### src/rtl/generador_texto_pkg.sv
// Shared constants and types for the text-line generator.
package generador_texto_pkg;

    localparam int CHAR_W = 8;
    localparam int CHAR_H = 16;
    localparam int ROM_AW = 11;

    localparam logic [6:0] SPACE = 7'h20;

    localparam logic [2:0] COLOR_BLACK = 3'b000;
    localparam logic [2:0] COLOR_WHITE = 3'b111;

    // Per-pixel attributes that travel alongside the font ROM access so they
    // line up with font_word when the colour is finally chosen.
    typedef struct packed {
        logic       videoOn;
        logic       inRegion;
        logic [2:0] col;
        logic       cursorHit;
    } pix_tag_t;

    // Address width for n slots, never narrower than one bit.
    function automatic int addrWidth(input int n);
        return (n <= 1) ? 1 : $clog2(n);
    endfunction

endpackage

### src/rtl/generador_texto_text_buffer.sv
// Character buffer: one 7-bit code per slot, synchronous write, combinational read.
module text_buffer
    import generador_texto_pkg::*;
#(
    parameter int N_CHARS = 8,
    parameter int AW      = 3
) (
    input  logic          clk,
    input  logic          reset,
    input  logic          wr_en_i,
    input  logic [AW-1:0] wr_addr_i,
    input  logic [6:0]    wr_char_i,
    input  logic [AW-1:0] rd_addr_i,
    output logic [6:0]    rd_char_o
);

    logic [6:0] slots_q [N_CHARS];
    logic       wrValid;
    logic       rdValid;

    // Addresses beyond the last slot are legal to present but must not touch
    // the buffer (writes) or index past it (reads, which fall back to a space).
    always_comb begin
        wrValid = wr_en_i && ({1'b0, wr_addr_i} < (AW+1)'(N_CHARS));
        rdValid = {1'b0, rd_addr_i} < (AW+1)'(N_CHARS);
    end

    // Slot storage: reset fills the line with spaces and wins over any write.
    always_ff @(posedge clk) begin
        if (reset) begin
            for (int i = 0; i < N_CHARS; i++) begin
                slots_q[i] <= SPACE;
            end
        end else if (wrValid) begin
            slots_q[wr_addr_i] <= wr_char_i;
        end
    end

    // Read port sees the pre-write contents during the writing cycle.
    always_comb begin
        rd_char_o = SPACE;
        if (rdValid) begin
            rd_char_o = slots_q[rd_addr_i];
        end
    end

endmodule

### src/rtl/generador_texto.sv
// One-line text overlay: buffer lookup, external font ROM access, colour stage
// and a blinking cursor, with three clock cycles from pixel to colour.
module generador_texto
    import generador_texto_pkg::*;
#(
    parameter int          N_CHARS      = 8,
    parameter int          X0           = 0,
    parameter int          Y0           = 0,
    parameter logic [2:0]  FG           = COLOR_WHITE,
    parameter logic [2:0]  BG           = COLOR_BLACK,
    parameter int          BLINK_FRAMES = 30,
    localparam int         AW           = addrWidth(N_CHARS)
) (
    input  logic              clk,
    input  logic              reset,
    input  logic              video_on,
    input  logic [9:0]        pixel_x,
    input  logic [9:0]        pixel_y,
    input  logic              frame_tick,
    input  logic              wr_en,
    input  logic [AW-1:0]     wr_addr,
    input  logic [6:0]        wr_char,
    input  logic              cursor_en,
    input  logic [AW-1:0]     cursor_pos,
    input  logic [7:0]        font_word,
    output logic [ROM_AW-1:0] rom_addr,
    output logic [2:0]        rgb_text,
    output logic              text_on
);

    localparam int         BCW    = (BLINK_FRAMES <= 1) ? 1 : $clog2(BLINK_FRAMES);
    localparam logic [11:0] X_LO  = 12'(X0);
    localparam logic [11:0] Y_LO  = 12'(Y0);
    localparam logic [11:0] X_LEN = 12'(CHAR_W * N_CHARS);
    localparam logic [11:0] Y_LEN = 12'(CHAR_H);

    logic [11:0]       relX;
    logic [11:0]       relY;
    logic              inRegion;
    logic [8:0]        cellIdx;
    logic [AW-1:0]     rdAddr;
    logic [6:0]        rdChar;
    logic              cursorHit;

    logic [ROM_AW-1:0] romAddr_q, romAddr_d;
    pix_tag_t          tag1_q, tag1_d;
    pix_tag_t          tag2_q;
    logic [2:0]        rgb_q, rgb_d;
    logic              textOn_q, textOn_d;
    logic [BCW-1:0]    blinkCnt_q, blinkCnt_d;
    logic              blinkPhase_q, blinkPhase_d;
    logic              pixelBit;

    text_buffer #(
        .N_CHARS (N_CHARS),
        .AW      (AW)
    ) u_buffer (
        .clk       (clk),
        .reset     (reset),
        .wr_en_i   (wr_en),
        .wr_addr_i (wr_addr),
        .wr_char_i (wr_char),
        .rd_addr_i (rdAddr),
        .rd_char_o (rdChar)
    );

    // Region decode: a pixel left of/above the line makes the 12-bit offset
    // wrap to a huge value, so one unsigned length compare per axis covers both edges.
    always_comb begin
        relX      = {2'b00, pixel_x} - X_LO;
        relY      = {2'b00, pixel_y} - Y_LO;
        inRegion  = (relX < X_LEN) && (relY < Y_LEN);
        cellIdx   = relX[11:3];
        rdAddr    = cellIdx[AW-1:0];
        cursorHit = cursor_en & blinkPhase_q & inRegion & (cellIdx == 9'(cursor_pos));
    end

    // Stage 1 next values: ROM address (space glyph outside the line) plus the pixel tag.
    always_comb begin
        romAddr_d        = {inRegion ? rdChar : SPACE, relY[3:0]};
        tag1_d.videoOn   = video_on;
        tag1_d.inRegion  = inRegion;
        tag1_d.col       = relX[2:0];
        tag1_d.cursorHit = cursorHit;
    end

    // Stage 1 registers: address to the external ROM and the first tag delay.
    always_ff @(posedge clk) begin
        if (reset) begin
            romAddr_q <= '0;
            tag1_q    <= '0;
        end else begin
            romAddr_q <= romAddr_d;
            tag1_q    <= tag1_d;
        end
    end

    // Stage 2: the ROM is reading, so the tag waits one more cycle with it.
    always_ff @(posedge clk) begin
        if (reset) begin
            tag2_q <= '0;
        end else begin
            tag2_q <= tag1_q;
        end
    end

    // Stage 3 colour choice: MSB of the glyph row is the leftmost pixel, and
    // a cursor hit swaps foreground and background for the whole cell.
    always_comb begin
        pixelBit = font_word[3'd7 - tag2_q.col];
        textOn_d = tag2_q.videoOn & tag2_q.inRegion;
        rgb_d    = COLOR_BLACK;
        if (textOn_d) begin
            rgb_d = (pixelBit ^ tag2_q.cursorHit) ? FG : BG;
        end
    end

    // Stage 3 registers drive the outputs.
    always_ff @(posedge clk) begin
        if (reset) begin
            rgb_q    <= COLOR_BLACK;
            textOn_q <= 1'b0;
        end else begin
            rgb_q    <= rgb_d;
            textOn_q <= textOn_d;
        end
    end

    // Blink timing: count frames and flip the cursor phase every BLINK_FRAMES ticks.
    always_comb begin
        blinkCnt_d   = blinkCnt_q;
        blinkPhase_d = blinkPhase_q;
        if (frame_tick) begin
            if (blinkCnt_q == BCW'(BLINK_FRAMES - 1)) begin
                blinkCnt_d   = '0;
                blinkPhase_d = ~blinkPhase_q;
            end else begin
                blinkCnt_d = blinkCnt_q + BCW'(1);
            end
        end
    end

    // Blink state registers.
    always_ff @(posedge clk) begin
        if (reset) begin
            blinkCnt_q   <= '0;
            blinkPhase_q <= 1'b0;
        end else begin
            blinkCnt_q   <= blinkCnt_d;
            blinkPhase_q <= blinkPhase_d;
        end
    end

    assign rom_addr = romAddr_q;
    assign rgb_text = rgb_q;
    assign text_on  = textOn_q;

endmodule

### config.mk
export PLATFORM = sky130hd
export DESIGN_NAME = generador_texto
export DESIGN_NICKNAME = d
export VERILOG_FILES = /design/src/rtl/generador_texto_pkg.sv /design/src/rtl/generador_texto_text_buffer.sv /design/src/rtl/generador_texto.sv
export SDC_FILE = /design/constraint.sdc
export NUM_CORES = 1
export LEC_CHECK = 0
export CAP_MARGIN = 20
export CORE_ASPECT_RATIO = 1.5
export CORE_UTILIZATION = 65
export CTS_BUF_LIST = sky130_fd_sc_hd__clkbuf_8
export DETAILED_ROUTE_END_ITERATION = 12
export DONT_BUFFER_PORTS = 1
export PLACE_DENSITY = 0.9
export SETUP_SLACK_MARGIN = 0.5
export SLEW_MARGIN = 20
export SYNTH_ARGS = -nofsm -noshare
export SYNTH_HDL_FRONTEND = slang
export SYNTH_SLANG_ARGS = --single-unit
### constraint.sdc
create_clock -name clk -period 3.2 [get_ports clk]
set_clock_uncertainty 0.05 [all_clocks]
set_input_delay 0.32 -clock clk [delete_from_list [all_inputs] [get_ports clk]]
set_output_delay 0.32 -clock clk [all_outputs]
set_load 0.1 [all_outputs]
==> out/qor.txt, run 1 <==
status - completed
core area - 0.00549 sq mm
Worst slew margin - 0.364
final net count - 308
worst path cell trace - buf_4
number of core rows - 33
Worst-path clk slew - 0.09 ns
Comb pwr share - 0.054
drt via density - 5.92
maximum capacitance violations - 0
Reg power frac - 0.593
first-iteration detailed-routing DRC count - 102
static leakage - 1.44 nW
Worst Tran Pin Value - 0.953 ns
CTS Sinks - 87
synthesized flop and latch total - 87
sequential area share after synthesis - 0.617
CTS max path bufs - 2
ys async rst share - 0
post-layout minimum cycle time - 1.69 ns
cell area after layout - 0.00397 sq mm
starting density of the core - 0.679
post-synth top area share - 0.451
cell accounting for the most synthesized area - edfxtp_1
worst setup margin - 1.51 ns
Tcrit/Tclk final - 0.530
fin cells - 334
clock root buffer - clkbuf_8
main flop type after synthesis - edfxtp_1
CP Data Required Time - 2.83 ns
placed insts - 316
vias in the first global route - 2,013
Sw Share - 0.222
WL final - 6.89 mm
clock share of power - 0.354
f_max - 0.590 GHz
CTS tree - built
Worst EP arrival - 1.32 ns
fraction of layout cells with a size suffix above 1 - 0.174
initial antenna violation count - 0
met3 GRT Util - 0.0870
Power Density - 551 mW/mm^2
Syn-to-layout area delta - 6.41%
DP Area - 0.00374 sq mm
all-layer global routing usage - 0.257
top cells by area, synth - edfxtp_1, dfxtp_1, and2_1
Distinct cells, synth - 37
Post-Syn Area - 0.00373 sq mm
final hold vios - 0
Final setup viols - 0
Skew-Pair Late Insertion Delay - 0.34 ns
Layout fillers - 347
Post-synth EDFFs - 56
setup total negative slack - 0 ns
postcts setup bufs - 0
buffers plus inverters on the worst setup path - 1
Final ANT Viol Nets - 0
Yosys warnings - 0
slowest CP cell - buf_4
syn_nets - 304
DRT Pass-1 Iters - 4
I/O Buffers - 0
io pins - 62
die height - 94.8 microns
DRC - 0
Remaining Overflow, GRT - 0
H-tree levels - 3
GRT met1 Usage - 0.293
CP peak stage delay - 0.65 ns
RSZ-0062 raised after global routing - no
Peak VDD IR - 375 uV
type of the worst setup path - reg -> out
internal power - 1.70 mW
Die Wd - 63.8 microns
ANT cells - 0
worst hold path type - in -> reg
hold_ws - 0.0486 ns
Switching Power - 0.486 mW
Post-DP HPWL - 5.03 mm
CTS Buf Count - 9
first-pass GRT wire length - 10.7 mm
Crit path max-delay family - buffers and inverters
Crit. End Element - output pin
largest net degree at the start of global routing - 17
most used routing layer - met2
Synth Instances - 255
gp weighted congestion - 0.745
post-synthesis average cell area - 14.6 sq um
Setup crit start kind - register
Wirelength per Cell - 20.6 microns
Slew Viols, Final - 0
Vias - 1,977
Post-Place Worst Slack - 1.38 ns
die area - 0.00605 sq mm
met2 track utilization from global routing - 0.427
crit path max fanout - 3
-- metrics by stage --
step	power, mW	utilization
2_1_floorplan	1.42	-
3_3_place_gp	1.42	0.682
3_5_place_dp	1.43	0.682
4_1_cts	2.19	0.722
5_1_grt	2.26	0.722
6_report	2.19	0.722
-- Yosys cell counts (all sizes together), types with 2 or more instances --
master   n
nand2    4
buf      7
clkbuf   3
a21oi    2
mux4    16
or2      8
xnor2    2
nor2    17
nand3    2
inv      2
xor2     4
or3      8
dfxtp   31
edfxtp  56
nor2b   14
ha       2
o21ai    2
mux2i    9
nor4     3
and2    48
nand2b   5
nor3     2
-- final cells by class --
class                      instances  area (sq um)  share of cell area
tap                               70          87.6              0.0221
timing repair buffer               3          27.5             0.00694
sequential                        87          2300               0.581
clock inverter                     6          66.3              0.0167
clock buffer                      10           138              0.0347
multi-input combinational        156          1340               0.337
inverter                           2          7.51             0.00189
-- what timing repair did --
item | CTS | global route
endpoints found under the hold margin | 17 | 0
endpoints found under the setup margin | 0 | 0
resized for setup | 0 | 0
hold buffers | 2 | 0
-- state kept, by name (all words and copies together), names as in the netlist --
name and flops:
tag1_q 6, blinkCnt_q 5, rgb_text 1, u_buffer.slots_q 56
text_on 1, rom_addr 11, blinkPhase_q 1, tag2_q 6
-- layer usage --
metal  vias up  share of wire  routed length [microns]
met5         -              0                        0
met4         0          0.032                      218
met3        14          0.073                      503
met2        93           0.53                     3650
met1       946           0.37                     2530
li1        924              -                        -
-- power groups by stage --
stage	clock network (mW)	registers (mW)	logic, mW
floorplan	0	1.31	0.111
global placement	0	1.32	0.107
detailed placement	0	1.32	0.113
CTS	0.778	1.30	0.118
global route	0.834	1.30	0.126
finish	0.773	1.30	0.117
-- path summary, 6_finish.rpt --
kind                     from           to  slack (ns)  cells after the start
hold reg to reg     tag1_q[1]    tag2_q[1]        0.39                      1
setup reg to reg    tag2_q[1]  rgb_text[1]        1.70                      3
hold / removal     pixel_y[0]  rom_addr[0]        0.05                      1
setup / recovery  rgb_text[1]  rgb_text[0]        1.51                      1
-- layout by cell type (no fill, tap or decap), types with 2 or more instances in the layout --
| cell | Yosys | final |
|---|---|---|
| nand3_1 | 2 | 2 |
| or3_1 | 8 | 8 |
| and2_1 | 48 | 48 |
| dfxtp_1 | 31 | 30 |
| inv_6 | 0 | 2 |
| edfxtp_1 | 56 | 56 |
| mux4_1 | 5 | 5 |
| ha_1 | 2 | 2 |
| o21ai_0 | 2 | 2 |
| clkbuf_8 | 0 | 10 |
| nor2_1 | 14 | 14 |
| nand2_1 | 4 | 4 |
| mux2i_1 | 9 | 9 |
| nor2b_1 | 14 | 14 |
| inv_1 | 2 | 2 |
| or2_2 | 8 | 8 |
| a21oi_1 | 2 | 2 |
| nor2_4 | 3 | 3 |
| nor4_2 | 2 | 2 |
| mux4_2 | 11 | 11 |
| xnor2_1 | 2 | 2 |
| xor2_1 | 4 | 4 |
| dlygate4sd3_1 | 0 | 2 |
| nand2b_1 | 5 | 5 |
-- logic make-up after synthesis --
logic type	Yosys count	synth area share
mux	25	0.126
flops	87	0.617
xor+xnor	6	0.0141
fa+ha+maj	2	0.00671
buf+inv	12	0.0238
simple gates	116	0.200
compound gates	7	0.0117
Power figures use the tool's default switching activity.
==> run 2, diff against run 1 <==
==> constraint.sdc (replaced) <==
create_clock -name clk -period 1.7 [get_ports clk]
set_clock_uncertainty 0.05 [all_clocks]
set_input_delay 0.17 -clock clk [delete_from_list [all_inputs] [get_ports clk]]
set_output_delay 0.17 -clock clk [all_outputs]
set_load 0.1 [all_outputs]
==> out/qor.txt, run 2 (synthesis gave the netlist of run 1 again) <==
CP peak stage delay - 0.52 ns (was 0.65 ns)
first-pass GRT wire length - 12.7 mm (was 10.7 mm)
gp weighted congestion - 0.778 (was 0.745)
commonest non-fill, non-tap cell in the layout - edfxtp_1 (unchanged)
cell area after layout - 0.00450 sq mm (was 0.00397 sq mm)
all-layer global routing usage - 0.308 (was 0.257)
clock root buffer - clkbuf_8 (unchanged)
final hold vios - 7 (was 0)
Tcrit/Tclk final - 0.916
Die Wd - 63.8 microns (unchanged)
die height - 94.8 microns (unchanged)
Layout fillers - 235 (was 347)
die area - 0.00605 sq mm (unchanged)
post-layout minimum cycle time - 1.56 ns
worst path cell trace - mux4_2 > mux2i_2 > mux2i_1 (was buf_4)
first-iteration detailed-routing DRC count - 179 (was 102)
Skew-Pair Late Insertion Delay - 0.37 ns (was 0.34 ns)
slowest CP cell - mux4_2 (was buf_4)
initial antenna violation count - 0 (unchanged)
Largest register FFs - 56 (unchanged)
Setup crit start kind - register (unchanged)
starting density of the core - 0.679 (unchanged)
buffers plus inverters on the worst setup path - 0 (was 1)
CTS max path bufs - 2 (unchanged)
CTS tree - built (unchanged)
Final ANT Viol Nets - 0 (unchanged)
number of core rows - 33 (unchanged)
failing checks - hold timing
f_max - 0.642 GHz
worst hold path type - in -> reg (unchanged)
Power Total - 4.37 mW (was 2.19 mW)
Syn-to-layout area delta - 20.7% (was 6.41%)
Worst Tran Pin Value - 0.552 ns (was 0.953 ns)
Worst EP arrival - 1.78 ns (was 1.32 ns)
CP Data Required Time - 1.92 ns (was 2.83 ns)
fraction of layout cells with a size suffix above 1 - 0.300 (was 0.174)
Crit. End Element - register (was output pin)
static leakage - 1.68 nW (was 1.44 nW)
type of the worst setup path - reg -> reg (was reg -> out)
Power Density - 971 mW/mm^2 (was 551 mW/mm^2)
Peak VDD IR - 877 uV (was 375 uV)
Final setup viols - 0 (unchanged)
status - complete, but fails checks (was completed)
ANT cells - 0 (unchanged)
drt via density - 6.21 (was 5.92)
I/O Buffers - 0 (unchanged)
Crit path max-delay family - multiplexers (was buffers and inverters)
Most flops, register - u_buffer.slots_q (unchanged)
RSZ-0062 raised after global routing - yes (was no)
commonest cells after routing, fill and taps aside - edfxtp_1, and2_1, dfxtp_1 (unchanged)
Worst slew margin - 0.632 (was 0.364)
H-tree levels - 3 (unchanged)
vias in the first global route - 2,331 (was 2,013)
DRT Pass-1 Iters - 4 (unchanged)
final net count - 347 (was 308)
WL final - 9.55 mm (was 6.89 mm)
largest net degree at the start of global routing - 19 (was 17)
core area - 0.00549 sq mm (unchanged)
Slew Viols, Final - 0 (unchanged)
maximum capacitance violations - 0 (unchanged)
worst setup margin - 0.142 ns (was 1.51 ns)
Worst-path clk slew - 0.09 ns (about the same)
Post-DP HPWL - 5.36 mm (was 5.03 mm)
Post-Place Worst Slack - 0.140 ns (was 1.38 ns)
setup total negative slack - 0 ns (unchanged)
cts hold-fix bufs - 22 (was 2)
hold_ws - -0.0654 ns (was 0.0486 ns)
DRC - 0 (unchanged)
DP Area - 0.00389 sq mm (was 0.00374 sq mm)
Remaining Overflow, GRT - 0 (unchanged)
crit path max fanout - 2 (was 3)
Wirelength per Cell - 25.6 microns (was 20.6 microns)
CTS Buf Count - 9 (unchanged)
Vias - 2,316 (was 1,977)
CTS Sinks - 87 (unchanged)
io pins - 62 (unchanged)
## run 2: changes by cell type in the layout (fill, tap and decap cells not counted), moves of 5 or more
cell | before | now
dlygate4sd3_1 | 2 | 20
buf_6 | 0 | 12
buf_4 | 1 | 7
mux4_1 | 5 | 0
mux4_2 | 11 | 16
## run 2: cell type report
| type | count | area, sq um | area share |
|---|---|---|---|
| Clock buffer | 9 | 124 | 0.0275 |
| Sequential cell | 87 | 2310 | 0.514 |
| Inverter | 2 | 7.51 | 0.00167 |
| Tap cell | 70 | 87.6 | 0.0195 |
| Clock inverter | 7 | 86.3 | 0.0192 |
| Timing Repair Buffer | 42 | 440 | 0.0979 |
| Multi-Input combinational cell | 156 | 1440 | 0.320 |
## run 2: metal layers
layer | up-vias | track usage | part of all wire
met1 | 1137 | 0.323 | 0.35
met3 | 37 | 0.0809 | 0.062
met5 | - | 0 | 0
met4 | 0 | 0.191 | 0.048
li1 | 998 | - | -
met2 | 144 | 0.543 | 0.54
## run 2: path summary, 6_finish.rpt
check / from / to / slack (ns) / cells past startpoint
max: tag2_q[1] / rgb_text[1] / 0.14 / 3
min: pixel_x[5] / rom_addr[6] / -0.07 / 2
max reg2reg: tag2_q[1] / rgb_text[1] / 0.14 / 3
min reg2reg: tag1_q[5] / tag2_q[5] / 0.43 / 1
## run 2: where the power goes
group	internal [mW]	leakage (nW)	switching, mW	total (mW)
sequential	2.35	0.796	0.0592	2.41
combinational	0.191	0.770	0.203	0.394
clock	0.818	0.112	0.748	1.57
## run 2: worst register-to-register path, stage by stage (launching register included)
cell	delay, ns
dfxtp_2	0.37
mux4_2	0.52
mux2i_2	0.24
mux2i_1	0.28
## run 2: stage by stage
step / util / cells
floorplan: - / 255
global placement: 0.708 / 333
detailed placement: 0.708 / 333
CTS: 0.797 / 372
global route: 0.819 / 373
finish: 0.819 / 373
## run 2: timing repair
action	CTS	global route
setup buffers	1	1
resized for setup	16	32
hold endpoints to repair	85	7
pin swaps	3	8
endpoints found under the setup margin	17	49
==> run 3, diff against run 2 <==
--- a/config.mk
+++ b/config.mk
@@ -11,9 +11,10 @@
 export CTS_BUF_LIST = sky130_fd_sc_hd__clkbuf_8
 export DETAILED_ROUTE_END_ITERATION = 12
 export DONT_BUFFER_PORTS = 1
-export PLACE_DENSITY = 0.9
+export PLACE_DENSITY = 0.81
 export SETUP_SLACK_MARGIN = 0.5
 export SLEW_MARGIN = 20
 export SYNTH_ARGS = -nofsm -noshare
 export SYNTH_HDL_FRONTEND = slang
+export SYNTH_HIERARCHICAL = 1
 export SYNTH_SLANG_ARGS = --single-unit
==> out/qor.txt, run 3 <==
fin cells - 369 (was 373)
slowest CP cell - mux4_2 (unchanged)
final hold vios - 0 (was 7)
initial antenna violation count - 0 (unchanged)
Final setup viols - 0 (unchanged)
first-iteration detailed-routing DRC count - 114 (was 179)
Worst slew margin - 0.633 (was 0.632)
syn_nets - 315 (was 304)
vias in the first global route - 2,313 (was 2,331)
Post-Synth XOR/XNOR Area - 0.0141 (about the same)
final net count - 343 (was 347)
status - completed (was complete, but fails checks)
worst path cell trace - mux4_2 > mux2_4 > inv_2 > a41oi_2 (was mux4_2 > mux2i_2 > mux2i_1)
io pins - 62 (unchanged)
DRC - 0 (unchanged)
DRT Pass-1 Iters - 4 (unchanged)
starting density of the core - 0.677 (was 0.679)
CTS tree - built (unchanged)
post-synth top area share - 0.452 (was 0.451)
commonest cells after routing, fill and taps aside - edfxtp_1, nor3_1, dfxtp_1 (was edfxtp_1, and2_1, dfxtp_1)
synthesized flop and latch total - 87 (unchanged)
CTS Buf Count - 9 (unchanged)
Synth Area in Compound Gates - 0.0279 (was 0.0117)
die area - 0.00603 sq mm (was 0.00605 sq mm)
fraction of layout cells with a size suffix above 1 - 0.274 (was 0.300)
Largest register FFs - 56 (unchanged)
placed insts - 334 (was 333)
Setup crit start kind - register (unchanged)
Post-DP HPWL - 4.57 mm (was 5.36 mm)
H-tree levels - 3 (unchanged)
Post-synth EDFFs - 56 (unchanged)
type of the worst setup path - reg -> reg (unchanged)
CP Data Required Time - 1.87 ns (was 1.92 ns)
Worst Tran Pin Value - 0.550 ns (was 0.552 ns)
largest net degree at the start of global routing - 33 (was 19)
Crit. End Element - register (unchanged)
CTS Sinks - 87 (unchanged)
setup total negative slack - 0 ns (unchanged)
WL final - 7.39 mm (was 9.55 mm)
crit path max fanout - 1 (was 2)
cell area after layout - 0.00437 sq mm (was 0.00450 sq mm)
f_max - 0.677 GHz (was 0.642 GHz)
Layout fillers - 301 (was 235)
hold_ws - 0.0178 ns (was -0.0654 ns)
post-synthesis mux area share - 0.140 (was 0.126)
static leakage - 1.50 nW (was 1.68 nW)
post-synthesis average cell area - 14.0 sq um (was 14.6 sq um)
all-layer global routing usage - 0.263 (was 0.308)
maximum capacitance violations - 0 (unchanged)
Synth top cells by count - edfxtp_1, nor3_1, dfxtp_1, mux4_1, nor2b_1 (was edfxtp_1, and2_1, dfxtp_1, nor2_1, nor2b_1)
cell with the most instances after synthesis - edfxtp_1 (unchanged)
Peak VDD IR - 629 uV (was 877 uV)
Tcrit/Tclk final - 0.869 (was 0.916)
top cells by area, synth - edfxtp_1, dfxtp_1, mux4_1 (was edfxtp_1, dfxtp_1, and2_1)
drt via density - 6.08 (was 6.21)
Syn-to-layout area delta - 17.6% (was 20.7%)
Finished Core Util - 0.796 (was 0.819)
Worst-path clk slew - 0.08 ns (was 0.09 ns)
core area - 0.00549 sq mm (unchanged)
die height - 94.6 microns (was 94.8 microns)
Remaining Overflow, GRT - 0 (unchanged)
worst hold path type - in -> reg (unchanged)
Die Wd - 63.8 microns (about the same)
Worst EP arrival - 1.64 ns (was 1.78 ns)
Final ANT Viol Nets - 0 (unchanged)
Slew Viols, Final - 0 (unchanged)
Post-Syn Area - 0.00372 sq mm (was 0.00373 sq mm)
post-layout minimum cycle time - 1.48 ns (was 1.56 ns)
CTS max path bufs - 2 (unchanged)
gp weighted congestion - 0.791 (was 0.778)
Distinct cells, synth - 38 (was 37)
Power Density - 922 mW/mm^2 (was 971 mW/mm^2)
Vias - 2,245 (was 2,316)
Yosys warnings - 6 (was 0)
commonest non-fill, non-tap cell in the layout - edfxtp_1 (unchanged)
Worst R2R Setup Slack - 0.22 ns (was 0.14 ns)
Most flops, register - u_buffer/slots_q (was u_buffer.slots_q)
DP Area - 0.00391 sq mm (was 0.00389 sq mm)
sequential area share after synthesis - 0.619 (was 0.617)
cell accounting for the most synthesized area - edfxtp_1 (unchanged)
RSZ-0062 raised after global routing - yes (unchanged)
main combinational cell family by area after synthesis - simple AND/OR/NAND/NOR gates (unchanged)
ANT cells - 0 (unchanged)
I/O Buffers - 0 (unchanged)
Synth Area in Simple Gates - 0.152 (was 0.200)
Wirelength per Cell - 20.0 microns (was 25.6 microns)
Post-Synth Adder-Cell Area - 0.00673 (was 0.00671)
clock root buffer - clkbuf_8 (unchanged)
Skew-Pair Late Insertion Delay - 0.35 ns (was 0.37 ns)
number of core rows - 33 (unchanged)
Synth Instances - 266 (was 255)
main flop type after synthesis - edfxtp_1 (unchanged)
ys async rst share - 0 (unchanged)
CP peak stage delay - 0.49 ns (was 0.52 ns)
first-pass GRT wire length - 11.2 mm (was 12.7 mm)
-- run 3: cell count changes in the layout (fill, tap and decap cells not counted), moves of 4 or more --
cell,delta
and2_1,-45
clkinv_1,+5
dlygate4sd3_1,-4
mux2_4,+4
nor2_1,-6
nor3_1,+48
o21bai_4,+7
or2_2,-4
-- run 3: metal layers --
layer  wire length [microns]  vias up  track usage
met4                     133        0        0.144
met3                     446       14       0.0628
li1                        -     1047            -
met5                       0        -            0
met1                    2680     1084        0.281
met2                    4140      100        0.473
-- run 3: critical path: cells and delay by family (launching register included) --
family,cells,cell delay (ns)
flip-flops,1,0.39
buffers and inverters,1,0.06
AO/OA/AOI/OAI,1,0.08
multiplexers,2,0.78
-- run 3: report_power, final --
part | internal [mW] | total, mW | switching (mW) | leakage [nW]
combinational | 0.199 | 0.414 | 0.215 | 0.608
sequential | 2.35 | 2.39 | 0.0400 | 0.796
clock | 0.555 | 1.23 | 0.676 | 0.101
total | 3.10 | 4.03 | 0.931 | 1.50
-- run 3: per-stage QoR --
stage / setup slack (ns) / power (mW)
after floorplan: 0.246 / 2.74
after global placement: 0.267 / 2.76
after detailed placement: 0.236 / 2.78
after CTS: 0.243 / 4.03
after global routing: 0.218 / 4.18
final: 0.223 / 4.03
-- run 3: final timing paths --
kind                                             start          end  depth (start not counted)
worst max-delay path            u_buffer/slots_q[0][5]  rom_addr[9]                          4
worst min-delay path                        pixel_x[5]    tag1_q[0]                          2
worst max register to register  u_buffer/slots_q[0][5]  rom_addr[9]                          4
worst min register to register               tag1_q[3]    tag2_q[3]                          1
-- run 3: cell families (layout without fill, tap and decap cells) --
logic type / count (synthesis) / count (layout)
simple gates: 101 / 101
flops: 87 / 87
buf+inv: 28 / 61
mux: 27 / 27
compound gates: 15 / 15
xor+xnor: 6 / 6
fa+ha+maj: 2 / 2
-- run 3: repair_timing --
action                     in CTS  in global routing
pin swaps                       1                  5
setup endpoints to repair      18                 24
hold buffers                   17                  0
buffers inserted                0                  2
hold endpoints to repair       31                  0
resized for setup              16                 22
-- run 3: final cells by class --
cell class	count	area [sq um]	share of cell area
well taps	70	87.6	0.0200
multi-input cells	151	1380	0.316
inverters	8	30.0	0.00687
flip-flops and latches	87	2310	0.529
clock inverters	6	28.8	0.00658
repair buffers	37	393	0.0898
clock buffers	10	138	0.0315
